## src/rtl/cpu_pkg.sv

```systemverilog
// Values shared by every pipeline unit (fetch, decode, hazard, debug) so the
// NOP encoding, halt opcode and reset vector are defined in exactly one place.
package cpu_pkg;

    localparam int          XLEN        = 32;
    localparam logic [31:0] NOP_INSTR   = 32'h0000_0000;
    localparam logic [31:0] PC_RESET    = 32'h0000_0000;
    localparam logic [5:0]  HALT_OPCODE = 6'b111111;

endpackage

```

## src/rtl/if_id_register.sv

```systemverilog
// IF/ID pipeline register: holds on enable=0 or stall, loads a bubble on flush,
// otherwise captures the fetched instruction and its PC+4.
module if_id_register
    import cpu_pkg::*;
#(
    parameter int B = XLEN
) (
    input  logic         clk,
    input  logic         reset,
    input  logic         enable,
    input  logic         stall,
    input  logic         flush,
    input  logic [B-1:0] instr_in,
    input  logic [B-1:0] pc_plus4_in,
    output logic [B-1:0] instruction_D,
    output logic [B-1:0] pc_incrementado_D
);

    logic [B-1:0] instr_d, instr_q;
    logic [B-1:0] pcinc_d, pcinc_q;

    // NOTE: every always_comb output gets a default first so no path leaves it
    // unassigned; a missing default is what infers a latch.
    always_comb begin
        instr_d = instr_q;
        pcinc_d = pcinc_q;
        if (enable && !stall) begin
            if (flush) begin
                instr_d = B'(NOP_INSTR);
                pcinc_d = '0;
            end else begin
                instr_d = instr_in;
                pcinc_d = pc_plus4_in;
            end
        end
    end

    // NOTE: state registers use non-blocking assignments so every flop samples
    // the pre-edge values regardless of process ordering.
    always_ff @(posedge clk or posedge reset) begin
        if (reset) begin
            instr_q <= B'(NOP_INSTR);
            pcinc_q <= '0;
        end else begin
            instr_q <= instr_d;
            pcinc_q <= pcinc_d;
        end
    end

    assign instruction_D     = instr_q;
    assign pc_incrementado_D = pcinc_q;

endmodule

```

## src/rtl/instruction_fetch.sv

```systemverilog
// Fetch stage: PC register with redirect/stall/halt handling, instruction
// memory address generation, fetch counter and the IF/ID register.
module instruction_fetch #(
    parameter int          B           = cpu_pkg::XLEN,
    parameter logic [31:0] PC_RESET    = cpu_pkg::PC_RESET,
    parameter logic [5:0]  HALT_OPCODE = cpu_pkg::HALT_OPCODE
) (
    input  logic         clk,
    input  logic         reset,
    input  logic         enable,
    input  logic         stallF,
    input  logic         stallD,
    input  logic         branch_taken,
    input  logic         jump,
    input  logic [B-1:0] pc_branch,
    input  logic [B-1:0] pc_jump,
    output logic [B-1:0] imem_addr,
    input  logic [B-1:0] imem_data,
    output logic [B-1:0] pc_F,
    output logic [B-1:0] instruction_D,
    output logic [B-1:0] pc_incrementado_D,
    output logic         halted,
    output logic [B-1:0] fetch_count
);

    logic [B-1:0] pc_d, pc_q;
    logic         halted_d, halted_q;
    logic [B-1:0] count_d, count_q;

    logic [B-1:0] pc_plus4;
    logic [B-1:0] target;
    logic         redirect;
    logic         halt_fetched;
    logic         ifid_flush;
    logic         ifid_load;

    assign pc_plus4     = pc_q + B'(4);
    assign redirect     = (jump | branch_taken) & ~stallD;
    assign target       = jump ? pc_jump : pc_branch;
    assign halt_fetched = (imem_data[B-1 -: 6] == HALT_OPCODE);

    // A halted core only ever feeds bubbles; the halt word itself gets in once
    // because halted_q is still low on the edge that sets it.
    assign ifid_flush = redirect | halted_q;
    assign ifid_load  = enable & ~stallD & ~ifid_flush;

    always_comb begin
        pc_d     = pc_q;
        halted_d = halted_q;
        if (enable && !halted_q) begin
            if (redirect) begin
                pc_d = target;
            end else if (!stallF) begin
                if (halt_fetched) halted_d = 1'b1;
                else              pc_d     = pc_plus4;
            end
        end
    end

    always_comb begin
        count_d = count_q;
        if (ifid_load) count_d = count_q + B'(1);
    end

    always_ff @(posedge clk or posedge reset) begin
        if (reset) begin
            pc_q     <= B'(PC_RESET);
            halted_q <= 1'b0;
            count_q  <= '0;
        end else begin
            pc_q     <= pc_d;
            halted_q <= halted_d;
            count_q  <= count_d;
        end
    end

    if_id_register #(.B(B)) u_if_id (
        .clk               (clk),
        .reset             (reset),
        .enable            (enable),
        .stall             (stallD),
        .flush             (ifid_flush),
        .instr_in          (imem_data),
        .pc_plus4_in       (pc_plus4),
        .instruction_D     (instruction_D),
        .pc_incrementado_D (pc_incrementado_D)
    );

    assign imem_addr   = pc_q;
    assign pc_F        = pc_q;
    assign halted      = halted_q;
    assign fetch_count = count_q;

endmodule

```

## config.mk

```make
export PLATFORM = sky130hd
export DESIGN_NAME = instruction_fetch
export DESIGN_NICKNAME = d
export VERILOG_FILES = /design/src/rtl/cpu_pkg.sv /design/src/rtl/if_id_register.sv /design/src/rtl/instruction_fetch.sv
export SDC_FILE = /design/constraint.sdc
export NUM_CORES = 1
export LEC_CHECK = 0
export ABC_AREA = 1
export CORE_MARGIN = 2
export CORE_UTILIZATION = 40
export DETAILED_ROUTE_END_ITERATION = 8
export PLACE_DENSITY = 0.74
export SYNTH_ARGS = -nofsm -noshare
export SYNTH_HDL_FRONTEND = slang
export SYNTH_SLANG_ARGS = --single-unit
```

## constraint.sdc

```tcl
create_clock -name clk -period 4.85 [get_ports clk]
set_input_delay 0.97 -clock clk [delete_from_list [all_inputs] [get_ports clk]]
set_output_delay 0.97 -clock clk [all_outputs]
set_load 0.01 [all_outputs]
```

==> results of run 1 <==
flip-flops by register name (all words and copies together), names as in the netlist:
name / cells
halted: 1
u_if_id.instruction_D: 32
u_if_id.pc_incrementado_D: 32
imem_addr: 32
fetch_count: 32
path summary, 6_finish.rpt:
kind / start / to
worst min register to register: u_if_id.instruction_D[28] / u_if_id.instruction_D[28]
worst max-delay path: jump / imem_addr[19]
min in group asynchronous: reset / u_if_id.instruction_D[5]
worst min-delay path: u_if_id.instruction_D[28] / u_if_id.instruction_D[28]
worst max register to register: imem_addr[2] / imem_addr[28]
max in group asynchronous: reset / fetch_count[24]
synthesized netlist by cell type, types with 2 or more instances:
cell type  number
xor2_1         14
nand3_1        61
buf_2          12
mux2i_1         2
nand2_1       438
nor2_1        126
buf_1           3
nor3_1          5
and2_1          2
xnor2_1         8
a22o_1         32
buf_4          35
clkbuf_1       14
nand4_1         4
ha_1            2
nor2_2          7
o21ai_0        38
inv_1          52
nor2_8          2
o21ai_1         3
nand2_2         3
nand3b_1        9
dfrtp_1       129
o211ai_1        2
cells in the final DEF, fill, tap and decap left out, drive strengths merged:
cell / synthesis / routed
dfrtp: 129 / 129
clkinv: 1 / 4
mux2i: 2 / 2
xor2: 14 / 14
nand3b: 10 / 10
xnor2: 8 / 8
o211ai: 2 / 2
clkdlybuf4s50: 0 / 263
o21ai: 42 / 42
nand3: 62 / 62
buf: 50 / 7
o31ai: 1 / 1
and2: 2 / 2
nor2: 136 / 136
ha: 2 / 2
nand2: 441 / 441
nor3b: 1 / 1
nand4: 6 / 6
or2: 1 / 1
nor3: 6 / 6
inv: 52 / 54
clkbuf: 14 / 18
bufinv: 0 / 2
a22o: 32 / 32
clkinvlp: 0 / 6
area by class of cell:
class / count / area (um2)
clock buffer: 18 / 439
clock inverter: 13 / 138
fill: 1689 / 7460
inverter: 53 / 203
multi-input combinational: 768 / 3530
sequential: 129 / 3230
tap: 229 / 287
timing repair buffer: 270 / 2690
report_power, final:
group | switching (mW) | internal, mW | total [mW]
registers | 0 | 1.08 | 1.08
clock network | 0.490 | 0.765 | 1.26
logic | 0.0874 | 0.0930 | 0.180
total | 0.578 | 1.93 | 2.51
worst max-delay path, cell delays in order:
cell             delay [ps]
clkdlybuf4s50_1         590
buf_4                   380
o21ai_4                 110
nand2_2                 120
nand3b_2                610
nor2_1                  310
nand2_1                  80
nand2_1                  50
stage by stage:
step,instances,setup WS [ps]
6_report,1480,1970
5_1_grt,1480,1710
4_1_cts,1480,1960
3_5_place_dp,1449,1500
3_3_place_gp,1449,1540
2_1_floorplan,1014,439
layer usage:
layer | up-vias | GRT usage [%]
li1 | 3631 | -
met1 | 3361 | 30.5
met2 | 301 | 38.7
met3 | 25 | 4.03
met4 | 0 | 6.59
met5 | - | 0
kinds of logic after synthesis:
kind of cell / synth area share, %
xor gates and xnor gates: 2.62
and+or+nand+nor: 37.7
buffers and inverters: 7.99
adders and majority gates: 0.341
muxes: 0.273
DFF: 44.0
AOI/OAI and AO/OA: 7.14
==> results.cfg, run 1 <==
[setup_path]
reg2reg_slack_ps = 2830
cp.required_ps = 5210
crit_path_max_fanout = 42
cp-end-kind = flip-flop
critical_path_class = primary input to flip-flop
worstPathArrival_ps = 3250
critPathLaunchType = primary input
worst-r2r-cell-count = 10

[yosys]
syn_inst = 1014
syn_area_um2 = 7340
ys_top_cells_by_area = dfrtp_1, nand2_1, nor2_1
synth_top_cell_area_share_pct = 44.0
yosysSeqAreaShare_pct = 44.0
synth_top_flop_cell = dfrtp_1
synthArstFlopShare_pct = 100
synth_cell_types = 35
syn_avg_cell_area_um2 = 7.24
syn-num-nets = 1119
yosysTopAreaCell = dfrtp_1
ys_ff_latch = 129
synth-edff-count = 0
ys_warn_count = 0

[power]
power_leakage_nw = 4.79
finalPower_mw = 2.51
pwr_density_cell_nw_per_um2 = 239
irDropWorstVdd_mv = 0.218

[drt]
dr.pass1.iters = 5
vias_per_cell = 4.94
drt-met1-wl_mm = 9.55
drc_errors = 0
wl_met3_mm = 1.61
wl_met2_mm = 10.6
antenna_left = 0
routed_wl_mm = 22.1
drt-initial-drc-count = 491
top_layer = met4
vias = 7318
wl_per_cell_um = 14.9

[job]
cap_violations = 0

[place]
place_congestion = 0.899
dpl_cell_area_um2 = 9930
port_buffers = 263
dp_hpwl_mm = 16.6

[cells_and_area]
fin_nets = 1344
drive_gt1_share_pct = 4.96
final_area_um2 = 10500
n_antenna_cell = 0
final_util_pct = 58.5
syn2layout_area_growth_pct = 43.1

[clocking]
post_cts_buffers = 0
cts_root_buf = clkbuf_16
htreeDepth = 4
clock_sinks = 129
clockBufferDepth = 2
cts.clk_slew.worst_paths_ps = 60
hold_buffers = 0
insertion_delay_ps = 420
tritoncts = built
cts_buffers = 17
cts.repair.resized = 0

[floorplanning]
die_w_um = 139
coreArea_um2 = 18000
die_y_um = 139
initial_utilization_pct = 40.9
die-area_um2 = 19500
ioPinCount = 264
rows = 49

[worst_hold_path]
hp-class = flip-flop to flip-flop
hold_path_depth = 2

[sta]
skew_ps = 8.81
rsz0062_at_grt = no
setup_tns_ps = 0
hold_viol_final = 0
slew_headroom_pct = 34.4
clock.fmax_mhz = 347
setup_viol = 0
drv_slew = 0
period_share_pct = 59.4
fin_crit_ps = 2880
worst_hold_slack_ps = 476
tightest_slew_ps = 984

[global_routing]
overflow = 0
grt_use_total_pct = 23.0
grt_pass1_vias = 7061
antenna_found_initial = 0
grt_pass1_wl_mm = 35.8
grt_max_degree = 79

[status]
outcome = finished, final reports clean
(Power assumes the default switching activity.)
==> run 2, diff against run 1 <==
Settings changed: PLACE_DENSITY 0.74 to 0.77.
Clock period 4.85 ns to 2.34 ns, I/O delays scaled along.
==> results.cfg, run 2 (synthesis gave the netlist of run 1 again) <==
[status]
outcome = finished, final reports clean

[drt]
vias = 7390
vias_per_cell = 4.96
routed_wl_mm = 22.3
antenna_left = 0
wl_per_cell_um = 15.0
drc_errors = 0
dr.pass1.iters = 5
drt-initial-drc-count = 557

[floorplanning]
ioPinCount = 264
die-area_um2 = 19500
initial_utilization_pct = 40.9
die_w_um = 139
coreArea_um2 = 18000
rows = 49
die_y_um = 139

[global_routing]
met1_usage_pct = 30.6
grt_use_met3_pct = 4.99
grt_pass1_wl_mm = 36.1
overflow = 0
grt_pass1_vias = 6940
met2_usage_pct = 38.1
busiest_layer = met2
grt_use_total_pct = 23.0
antenna_found_initial = 0
grt_max_degree = 107

[clocking]
insertion_delay_ps = 420
clock_sinks = 129
htreeDepth = 4
tritoncts = built
cts_root_buf = clkbuf_16
post_cts_buffers = 0
cts_buffers = 17
hold_buffers = 0
cts.clk_slew.worst_paths_ps = 60
cts.repair.resized = 0
clockBufferDepth = 2

[sta]
period_share_pct = 88.5
tightest_slew_ps = 643
clock.fmax_mhz = 483
rsz0062_at_grt = no
drv_slew = 0
skew_ps = 9.43
setup_tns_ps = 0
fin_crit_ps = 2070
hold_viol_final = 0
slew_headroom_pct = 57.2
worst_slack_ps = 270
worst_hold_slack_ps = 480
setup_viol = 0

[cells_and_area]
multi_input_area_um2 = 3530
final_cell_mix = nand2_1, clkdlybuf4s50_1, dfrtp_1
mostFrequentLayoutCell = nand2_1
drive_gt1_share_pct = 5.63
syn2layout_area_growth_pct = 45.1
fin_nets = 1353
n_antenna_cell = 0
num-fill-cells = 1662
final_area_um2 = 10700
final-seq-area_um2 = 3230

[setup_path]
worstPathArrival_ps = 1600
r2r-start = imem_addr[2]
max_stage_delay_ps = 620
critPathSlowestCell = clkdlybuf4s50_1
path_buf_inv = 1
reg2reg_slack_ps = 430
cp.required_ps = 1870
cp_cell_sequence = clkdlybuf4s50_1
crit_path_max_fanout = 7
critical_path_class = flip-flop to output port
crit_path_start = imem_addr[16]
critPathLaunchType = flip-flop
cp-end-kind = output port
crit_family = buffers and inverters

[worst_hold_path]
min_from = u_if_id.pc_incrementado_D[5]
hp-class = flip-flop to flip-flop

[power]
irDropWorstVdd_mv = 0.368
power_leakage_nw = 4.87
finalPower_mw = 5.23
pwr_density_cell_nw_per_um2 = 491

[place]
dpl_cell_area_um2 = 10100
place_congestion = 0.924
dp_hpwl_mm = 16.6
port_buffers = 263
dp_slack_ps = 101

[job]
cap_violations = 0
-- run 2: changes by cell type in the layout (fill, tap and decap cells not counted), sizes merged --
cell,change
buf,+9
clkbuf,+1
clkinvlp,-2
clkinv,+2
-- run 2: per-stage QoR --
stage | utilization, % | std cells
after floorplan | - | 1014
after global placement | 56.1 | 1458
after detailed placement | 56.1 | 1458
after CTS | 59.3 | 1490
after global routing | 59.3 | 1490
final | 59.3 | 1490
-- run 2: power breakdown --
part / internal, mW / switching, mW / leakage, nW
clock network: 1.59 / 1.01 / 0.280
logic: 0.211 / 0.184 / 2.82
registers: 2.23 / 0 / 1.77
total: 4.04 / 1.20 / 4.87
-- run 2: final cells by class --
cell class                 instances  share of cell area, %
timing repair buffer             279                   26.5
multi-input combinational        768                   33.1
clock buffer                      19                   4.16
inverter                          53                   1.91
sequential                       129                   30.3
tap                              229                   2.69
clock inverter                    13                   1.26
-- run 2: worst paths after layout --
| kind | to | cells past startpoint |
|---|---|---|
| worst max-delay path | imem_addr[16] | 1 |
| worst min-delay path | u_if_id.pc_incrementado_D[5] | 2 |
| worst max register to register | imem_addr[28] | 10 |
| worst min register to register | u_if_id.pc_incrementado_D[5] | 2 |
| max in group asynchronous | imem_addr[16] | 3 |
| min in group asynchronous | fetch_count[7] | 3 |
-- run 2: routing by layer --
metal / part of all wire (%) / vias up
li1: - / 3651
met1: 43 / 3411
met2: 48 / 292
met3: 7.1 / 36
met4: 1.8 / 0
met5: 0 / -
-- run 2: worst min-delay path: cells and delay by family, from the launching register on --
| family | cells | cell delay, ps |
|---|---|---|
| DFF | 1 | 340 |
| and+or+nand+nor | 2 | 100 |
